[config.mk]
export PLATFORM = sky130hd
export DESIGN_NAME = ksa_pipe
export DESIGN_NICKNAME = d
export VERILOG_FILES = /design/src/rtl/ksa_pipe.sv
export SDC_FILE = /design/constraint.sdc
export NUM_CORES = 1
export LEC_CHECK = 0
export CAP_MARGIN = 40
export CORE_ASPECT_RATIO = 1.1
export CORE_MARGIN = 3
export CORE_UTILIZATION = 45
export DETAILED_ROUTE_END_ITERATION = 6
export HOLD_SLACK_MARGIN = 0.12
export SYNTH_ARGS = -nofsm -noshare
export SYNTH_HDL_FRONTEND = slang
export SYNTH_SLANG_ARGS = --single-unit
[constraint.sdc]
create_clock -name clk -period 1.6 [get_ports clk]
set_clock_uncertainty 0.2 [all_clocks]
set_input_delay 0.32 -clock clk [delete_from_list [all_inputs] [get_ports clk]]
set_output_delay 0.32 -clock clk [all_outputs]
set_load 0.01 [all_outputs]
[src/rtl/ksa_pipe.sv]
// Pipelined Kogge-Stone adder/subtractor with valid/ready handshakes.
// LVL_PER_STAGE prefix levels sit between registers; one beat per cycle when not stalled.
module ksa_pipe #(
    parameter int WIDTH         = 16,
    parameter int LVL_PER_STAGE = 1
) (
    input  logic             clk,
    input  logic             rst_n,
    input  logic             in_valid,
    output logic             in_ready,
    input  logic [WIDTH-1:0] a,
    input  logic [WIDTH-1:0] b,
    input  logic             cin,
    input  logic             sub,
    output logic             out_valid,
    input  logic             out_ready,
    output logic [WIDTH-1:0] sum,
    output logic             cout,
    output logic             ovf,
    output logic             zero
);
    localparam int LOG  = $clog2(WIDTH);
    localparam int NSTG = (LOG + LVL_PER_STAGE - 1) / LVL_PER_STAGE;

    logic             stall;
    logic [WIDTH-1:0] bx;
    logic [WIDTH-1:0] g0;
    logic             cx;

    logic [WIDTH-1:0] s0_g, s0_p;
    logic             s0_c, s0_v;

    logic [WIDTH-1:0] gr [0:NSTG];
    logic [WIDTH-1:0] pr [0:NSTG];
    logic [WIDTH-1:0] hr [0:NSTG];
    logic             cr [0:NSTG];
    logic             vr [0:NSTG];

    assign stall    = out_valid & ~out_ready;
    assign in_ready = ~stall;

    assign bx = sub ? ~b : b;
    assign cx = sub ? ~cin : cin;

    // Carry-in is folded into bit 0's generate so every prefix level carries it upward.
    always_comb begin
        g0    = a & bx;
        g0[0] = (a[0] & bx[0]) | ((a[0] ^ bx[0]) & cx);
    end

    always_ff @(posedge clk or negedge rst_n) begin
        if (!rst_n) begin
            s0_v <= 1'b0;
            s0_g <= '0;
            s0_p <= '0;
            s0_c <= 1'b0;
        end else if (!stall) begin
            s0_v <= in_valid;
            s0_g <= g0;
            s0_p <= a ^ bx;
            s0_c <= cx;
        end
    end

    assign gr[0] = s0_g;
    assign pr[0] = s0_p;
    assign hr[0] = s0_p;
    assign cr[0] = s0_c;
    assign vr[0] = s0_v;

    for (genvar s = 0; s < NSTG; s++) begin : g_stage
        localparam int L0 = s * LVL_PER_STAGE;
        localparam int L1 = (L0 + LVL_PER_STAGE > LOG) ? LOG : L0 + LVL_PER_STAGE;

        logic [WIDTH-1:0] gc, pc;
        logic [WIDTH-1:0] gq, pq, hq;
        logic             cq, vq;

        // Walking bits downward lets each level update in place from the previous level's values.
        always_comb begin
            gc = gr[s];
            pc = pr[s];
            for (int k = L0; k < L1; k++) begin
                for (int i = WIDTH - 1; i >= (1 << k); i--) begin
                    gc[i] = gc[i] | (pc[i] & gc[i - (1 << k)]);
                    pc[i] = pc[i] & pc[i - (1 << k)];
                end
            end
        end

        always_ff @(posedge clk or negedge rst_n) begin
            if (!rst_n) begin
                vq <= 1'b0;
                gq <= '0;
                pq <= '0;
                hq <= '0;
                cq <= 1'b0;
            end else if (!stall) begin
                vq <= vr[s];
                gq <= gc;
                pq <= pc;
                hq <= hr[s];
                cq <= cr[s];
            end
        end

        assign gr[s+1] = gq;
        assign pr[s+1] = pq;
        assign hr[s+1] = hq;
        assign cr[s+1] = cq;
        assign vr[s+1] = vq;
    end

    logic [WIDTH-1:0] carry;
    logic [WIDTH-1:0] sum_d;

    assign carry = {gr[NSTG][WIDTH-2:0], cr[NSTG]};
    assign sum_d = hr[NSTG] ^ carry;

    always_ff @(posedge clk or negedge rst_n) begin
        if (!rst_n) begin
            out_valid <= 1'b0;
            sum       <= '0;
            cout      <= 1'b0;
            ovf       <= 1'b0;
            zero      <= 1'b0;
        end else if (!stall) begin
            out_valid <= vr[NSTG];
            sum       <= sum_d;
            cout      <= gr[NSTG][WIDTH-1];
            ovf       <= gr[NSTG][WIDTH-1] ^ carry[WIDTH-1];
            zero      <= ~|sum_d;
        end
    end

endmodule
# ---- Yosys cells after proc, flatten, opt, wreduce, memory -nomap -nowiden
# Cells that the tools add are included.
dict set report classes {
  addsub 0
  n_mul 0
  n_div 0
  n_lt_le_gt_ge 0
  eq_ne 0
  shifts 0
  muxes 2
  bitwise 152
  n_reduce_logical 2
}
# op count
set ops {}
lappend ops {{bitwise AND 1 bit} 93}
lappend ops {{OR 1 bit} 50}
lappend ops {{bitwise XOR 16 bit} 2}
lappend ops {{bitwise AND 16 bit} 1}
lappend ops {{2-to-1 mux 16 bit} 1}
lappend ops {{NOT 16 bit} 1}
lappend ops {{OR reduction 16 bit} 1}
lappend ops {{NOT 1 bit} 3}
lappend ops {{bitwise XOR 1 bit} 2}
lappend ops {{zero test 1 bit} 1}
lappend ops {{2-to-1 mux 1 bit} 1}
dict set report totals {
  reg_bits 238
  latchBits 0
  ram_bits 0
  rom_bits 0
  input_bits 38
  output_inout_bits 21
  wordCells 184
  memories 0
}

# ---- Longest topological paths before layout
dict set report depth {
  ltp_word 5
  mapped_depth 7
  mapped_depth_nobuf 4
}

# ---- Worst setup path after synthesis
# No wires, ideal clock.
dict set report synth_timing {
  kind {flip-flop to output port}
  from {register out_valid}
  to {output in_ready}
  t_arrival_ns 1.068
  required_time_ns 1.080
  setup_slack_ns 0.012
  path_stages_with_launch 6
  path_buffers 3
  path_cell_list {dfrtp_1 nor2b_4 buf_6 inv_4 buf_2 buf_4}
}
dict set report synth_between {
  elab_chain_cells 2
}
# element line
set synth_rtl {}
lappend synth_rtl {{start, declared} 15} ;# output logic out_valid,
lappend synth_rtl {{start signal, assigned} 128} ;# out_valid <= vr[NSTG];
lappend synth_rtl {{bitwise AND 1 bit} 39} ;# assign stall = out_valid & ~out_ready;
lappend synth_rtl {{NOT 1 bit} 40} ;# assign in_ready = ~stall;
lappend synth_rtl {{end, declared} 10} ;# output logic in_ready,
# No other way between the ends.

# ---- Worst setup path after layout
# Ends and elaborated chain as after synthesis.

==> impl_metrics.toml <==
[outcome]
status = "finished, violations left"
violations = "setup timing"

[logic_synthesis]
yosys.area_share.adder_pct = 2.19
synth_nets = 1037
synth-simple-area-share_pct = 22.9
syn-instance-count = 983
syn_area_per_cell_sq_um = 9.30
synthMuxAreaShare_pct = 0.123
netlist.area_leader.share_pct = 61.3
yosysSeqAreaShare_pct = 61.3
synth_compound_area_share_pct = 6.40
yosysWarnings = 0
synth_largest_area_cell = "dfrtp_1"
ys_types = 19
synth_xor_area_share_pct = 3.26
ys_seq_elements = 224
netlist_area_sq_mm = 0.00914
ys_top_cells_by_area = "dfrtp_1 (61%), nand2_1 (20%), a21oi_1 (3.6%), o21ai_0 (2.8%), ha_1 (2.2%)"
synth_top_family_by_area = "simple AND/OR/NAND/NOR gates"

[floorplan]
start_util_pct = 46.0
die_h_um = 156
fp.dieW_um = 142
coreArea_sq_mm = 0.0199
die-area_sq_mm = 0.0221
num_rows = 54
ios = 59

[power]
p_leak_nw = 5.61
internal-power_mw = 13.8
ir_drop_uv = 1150
pwr-share-seq_pct = 46.7
p_sw_mw = 7.06
comb_power_share_pct = 27.8
p_sw_share_pct = 33.9
pwr_density_cell_mw_per_mm2 = 1870
p_clk_share_pct = 25.5

[detailed_routing]
drc = 0
vias = 6598
first_pass_iters = 5
vias_per_cell = 4.97
ant_nets = 0
wl_um = 20400
wl_per_cell_um = 15.4
initialDrtViolationCount = 491

[clock_tree]
cts.sinks = 224
root_buffer = "clkbuf_16"
clk_latency_ps = 500
cts_tree = "yes"
cts_buffers = 23
htreeDepth = 1
clk_pin_slew_worst_paths_ps = 60
cts_max_path_buffers = 3

[place]
io_buffers = 58
post-place-ws_ps = -411
place_area_sq_mm = 0.0101
dpl.hpwl_um = 12300
routabilityCongestion = 0.803

[global_routing]
grt_remaining_overflow = 0
grt_max_degree = 79
track_usage_pct = 17.6
grt_pass1_vias = 6362
antenna_found_initial = 0
grt_pass1_wl_um = 32200

[timing]
slew_headroom_pct = 76.2
setup_ws_ps = -105
rsz0062_at_grt = "yes"
fin_crit_sh_pct = 107
final.min_clock_period_ps = 1710
finalSetupViolCount = 2
fmax_mhz = 586
hold_viol_final = 0
slew_violations = 0
tightest_slew_ps = 356

[hold_path]
hold_path.class = "in2async"

[critical_path]
critical_path_class = "reg2out"
crit_arrival_ps = 1190
crit_required_ps = 1080
start_kind = "register"
crit_fanout = 2
cp-end-kind = "output pin"

[cells_and_area]
n_antenna_cell = 0
nets = 1115
design_area_sq_mm = 0.0111
drive_above_1_share_pct = 9.67
final_common_cell = "nand2_1"
area_growth_pct = 21.7
final_cell_mix = "nand2_1 (479), dfrtp_1 (224), a21oi_1 (66), o21ai_0 (49), clkdlybuf4s50_1 (36)"

[flow_run]
maxCapViolCount = 0
==> worst max-delay path, cell delays in order, from the launching register on <==
cell and delay (ps):
dfrtp_1 340, nor2b_4 190, inv_6 40, buf_6 110
==> layout make-up <==
cell class / count / area (sq um)
Clock buffer: 34 / 707
Clock inverter: 5 / 50.0
Fill cell: 1882 / 8740
Inverter: 1 / 8.76
Multi-Input combinational cell: 707 / 3190
Sequential cell: 224 / 5610
Tap cell: 252 / 315
Timing Repair Buffer: 104 / 1250
==> kinds of logic (layout without fill, tap and decap cells) <==
| kind of cell | count (synthesis) | in the layout |
|---|---|---|
| flops | 224 | 224 |
| mux | 1 | 1 |
| xor+xnor | 34 | 34 |
| fa+ha+maj | 16 | 16 |
| simple gates | 539 | 539 |
| buf+inv | 52 | 144 |
| compound gates | 117 | 117 |
==> routing by layer <==
metal	routed length, um	up-vias	global-route usage, %	share of wire (%)
met1	9690	3154	25.6	47
met2	9540	122	28.2	47
met5	0	-	0	0
met4	359	0	4.48	1.8
li1	-	3299	-	-
met3	839	23	2.34	4.1
==> synth_stat cells, drive strengths merged <==
| library cell | number |
|---|---|
| a21oi | 66 |
| buf | 45 |
| clkbuf | 6 |
| dfrtp | 224 |
| ha | 16 |
| inv | 1 |
| mux2 | 1 |
| nand2 | 479 |
| nand2b | 1 |
| nand3 | 34 |
| nand4 | 4 |
| nor2 | 19 |
| nor2b | 1 |
| nor4 | 1 |
| o21ai | 51 |
| xnor2 | 17 |
| xor2 | 17 |
==> repair_timing <==
item	in CTS	in global routing
setup buffers	3	0
endpoints found under the setup margin	52	185
hold endpoints to repair	224	0
hold buffers	4	0
resized for setup	89	12
gates cloned	1	10
pin swaps	0	2
==> worst paths after layout <==
path / from / to / slack [ps] / cells past startpoint
worst min register to register: g_stage[0].hq[15] / g_stage[0].hq[15] / 260 / 2
worst max register to register: out_valid / g_stage[0].hq[11] / 10 / 6
min in group clk: in_valid / s0_v / 160 / 3
worst max-delay path: out_valid / in_ready / -110 / 3
worst min-delay path: rst_n / g_stage[3].gq[14] / 110 / 2
max in group asynchronous: rst_n / g_stage[2].hq[14] / 120 / 3
==> metrics by stage <==
| step | power, mW | TNS (ps) | hold WS [ps] | utilization (%) | instances |
|---|---|---|---|---|---|
| 4_1_cts | 20.5 | -2270 | 121 | 54.7 | 1317 |
| 3_3_place_gp | 15.0 | -71720 | 41.2 | 50.7 | 1270 |
| 6_report | 20.8 | -172 | 112 | 56.0 | 1327 |
| 3_5_place_dp | 15.2 | -74400 | 42.6 | 50.7 | 1270 |
| 5_1_grt | 22.4 | -1910 | 132 | 56.0 | 1327 |
| 2_1_floorplan | 13.0 | 0 | -176 | - | 983 |
==> flip-flops by register name (all words and copies together) (netlist names), 4 cells and up <==
| register | count |
|---|---|
| g_stage.gq | 64 |
| g_stage.hq | 61 |
| g_stage.pq | 37 |
| s0_g | 16 |
| s0_p | 16 |
| sum | 16 |
| g_stage.cq | 4 |
| g_stage.vq | 4 |
==> power by group through the flow <==
stage / Clock, mW / Combinational (mW) / Sequential, mW
floorplan: 0 / 3.66 / 9.37
global placement: 0 / 5.23 / 9.80
detailed placement: 0 / 5.36 / 9.86
CTS: 5.42 / 5.36 / 9.76
global route: 5.65 / 6.65 / 10.0
finish: 5.30 / 5.79 / 9.73
(Power assumes the default switching activity.)
==> variant (same settings) <==
`WIDTH`: 16 -> 8.
--- a/src/rtl/ksa_pipe.sv
+++ b/src/rtl/ksa_pipe.sv
@@ -2,5 +2,5 @@
 // LVL_PER_STAGE prefix levels sit between registers; one beat per cycle when not stalled.
 module ksa_pipe #(
-    parameter int WIDTH         = 16,
+    parameter int WIDTH         = 8,
     parameter int LVL_PER_STAGE = 1
 ) (
Ports: changed (resized a, b and sum); port bits go from 59 to 35. The function was not compared with the original's and may differ.
==> variant against the unedited design <==
  * Sequential share of layout area up 0.28 points
  * Cell area down 58%
  * Critical path depth unchanged
  * Global-route usage down 2.2 points
  * Final cell count down 57%
  * Sequential cell count down 130
  * Sequential power down 58%
  * Wire length down 65%
  * Total power down 60%
  * Worst setup slack better by 150 ps
  * Utilization down 1.1 points
  * Synthesized area down 57%
  * Non-clock buffer count down 58
  * Largest cell class unchanged
  * Largest power group unchanged
==> variant: results (changes against the unedited design) <==
- Net Count, Synth: 446 (-57%)
- CTS root buf: clkbuf_8
- Largest regs: g_stage.gq (24), g_stage.hq (22), g_stage.pq (12)
- Per-cell routed wire length: 12.6 microns (-18%)
- DP Wirelength: 4400 microns (-64%)
- NumNets Final: 481 (-57%)
- Setup_tns: 0 ps (+172 ps)
- Vias in the first global route: 2637 (-59%)
- Drt first pass iters: 4 (-1)
- Switching Share: 33.7% (-0.26 points)
- Largest vdd supply drop: 0.558 mV (-51%)
- Port buffer count: 34 (-41%)
- Arrival @ worst endpoint: 1040 ps (-150 ps)
- Clock Pin Slew Worst Setup and Hold Paths: 90 ps (+30 ps)
- Leak pwr: 2.32 nW (-59%)
- H-tree levels: 3 (+2)
- Post-CTS setup buffer count: 0 (-3)
- Initial DRC count: 157 (-68%)
- Status: completed
- Met2 WL: 3410 microns (-64%)
- First-pass GRT wire length: 12000 microns (-63%)
- GRT Overall Usage: 15.4% (-2.2 points)
- Met3 wire len: 259 microns (-69%)
- Via density per instance: 4.76 (-4.3%)
- DP Area: 4370 sq um (-57%)
- Multi-input gate area: 1400 sq um (-56%)
- Rel. slew slack: 76.2% (about the same)
- Synth area leaders: dfrtp_1 (60%), nand2_1 (19%), buf_6 (2.9%)
- CTS Buf Count: 9 (-61%)
- Largest net degree at the start of global routing: 102 (+29%)
- DRT met1 WL: 3350 microns (-65%)
## variant: tightest hold or removal path, delay by kind of cell (launching register included)
| kind | cells | cell delay (ps) |
|---|---|---|
| flip-flops | 1 | 350 |
| AND/OR/NAND/NOR | 2 | 100 |
## variant: area by class of cell
type	instances	share of cell area, %
clock buffer	11	3.05
clock inverter	4	2.05
inverter	1	0.135
multi-input combinational	299	30.2
sequential	94	50.7
tap	111	2.99
timing repair buffer	46	10.9
## variant: path summary, 6_finish.rpt
| path | startpoint | endpoint | slack, ps |
|---|---|---|---|
| worst min register to register | g_stage[2].vq$_DFFE_PN0N_ | g_stage[2].vq$_DFFE_PN0N_ | 270 |
| worst max-delay path | out_valid$_DFFE_PN0N_ | in_ready | 40 |
| min in group asynchronous | rst_n | g_stage[2].hq[5]$_DFFE_PN0N_ | 300 |
| max in group asynchronous | rst_n | sum[6]$_DFFE_PN0N_ | 300 |
| worst min-delay path | g_stage[2].vq$_DFFE_PN0N_ | g_stage[2].vq$_DFFE_PN0N_ | 270 |
| worst max register to register | out_valid$_DFFE_PN0N_ | sum[1]$_DFFE_PN0N_ | 160 |
## variant: cell families after synthesis
logic type | Yosys count | synth area share (%)
XOR/XNOR | 18 | 4.00
buffers and inverters | 23 | 4.64
AO/OA/AOI/OAI | 46 | 6.67
adder cells (fa/ha/maj) | 8 | 2.54
flip-flops | 94 | 59.7
AND/OR/NAND/NOR | 227 | 22.4
## variant: metal layers
layer | up-vias | global-route usage, %
met2 | 42 | 24.3
met1 | 1259 | 20.2
met3 | 7 | 3.11
met5 | - | 0
met4 | 0 | 7.11
li1 | 1386 | -
## variant: power groups by stage
stage          registers, mW  logic, mW  clock network, mW
6_report                4.05       2.44               1.84
3_3_place_gp            4.10       2.45                  0
3_5_place_dp            4.13       2.52                  0
5_1_grt                 4.20       2.83               1.98
2_1_floorplan           4.01       1.79                  0
4_1_cts                 4.07       2.43               1.90
## variant: timing repair
action / 4_1_cts / 5_1_grt
endpoints found under the setup margin: 14 / 28
hold buffers: 2 / 0
resized for setup: 18 / 3
gates cloned: 0 / 1
hold endpoints to repair: 94 / 0
## variant: through the flow
| step | setup WS, ps | power (mW) | std cells |
|---|---|---|---|
| floorplan | 105 | 5.80 | 416 |
| global placement | -451 | 6.55 | 548 |
| detailed placement | -435 | 6.65 | 548 |
| CTS | -13.6 | 8.40 | 565 |
| global route | -31.2 | 9.01 | 566 |
| finish | 44.9 | 8.34 | 566 |
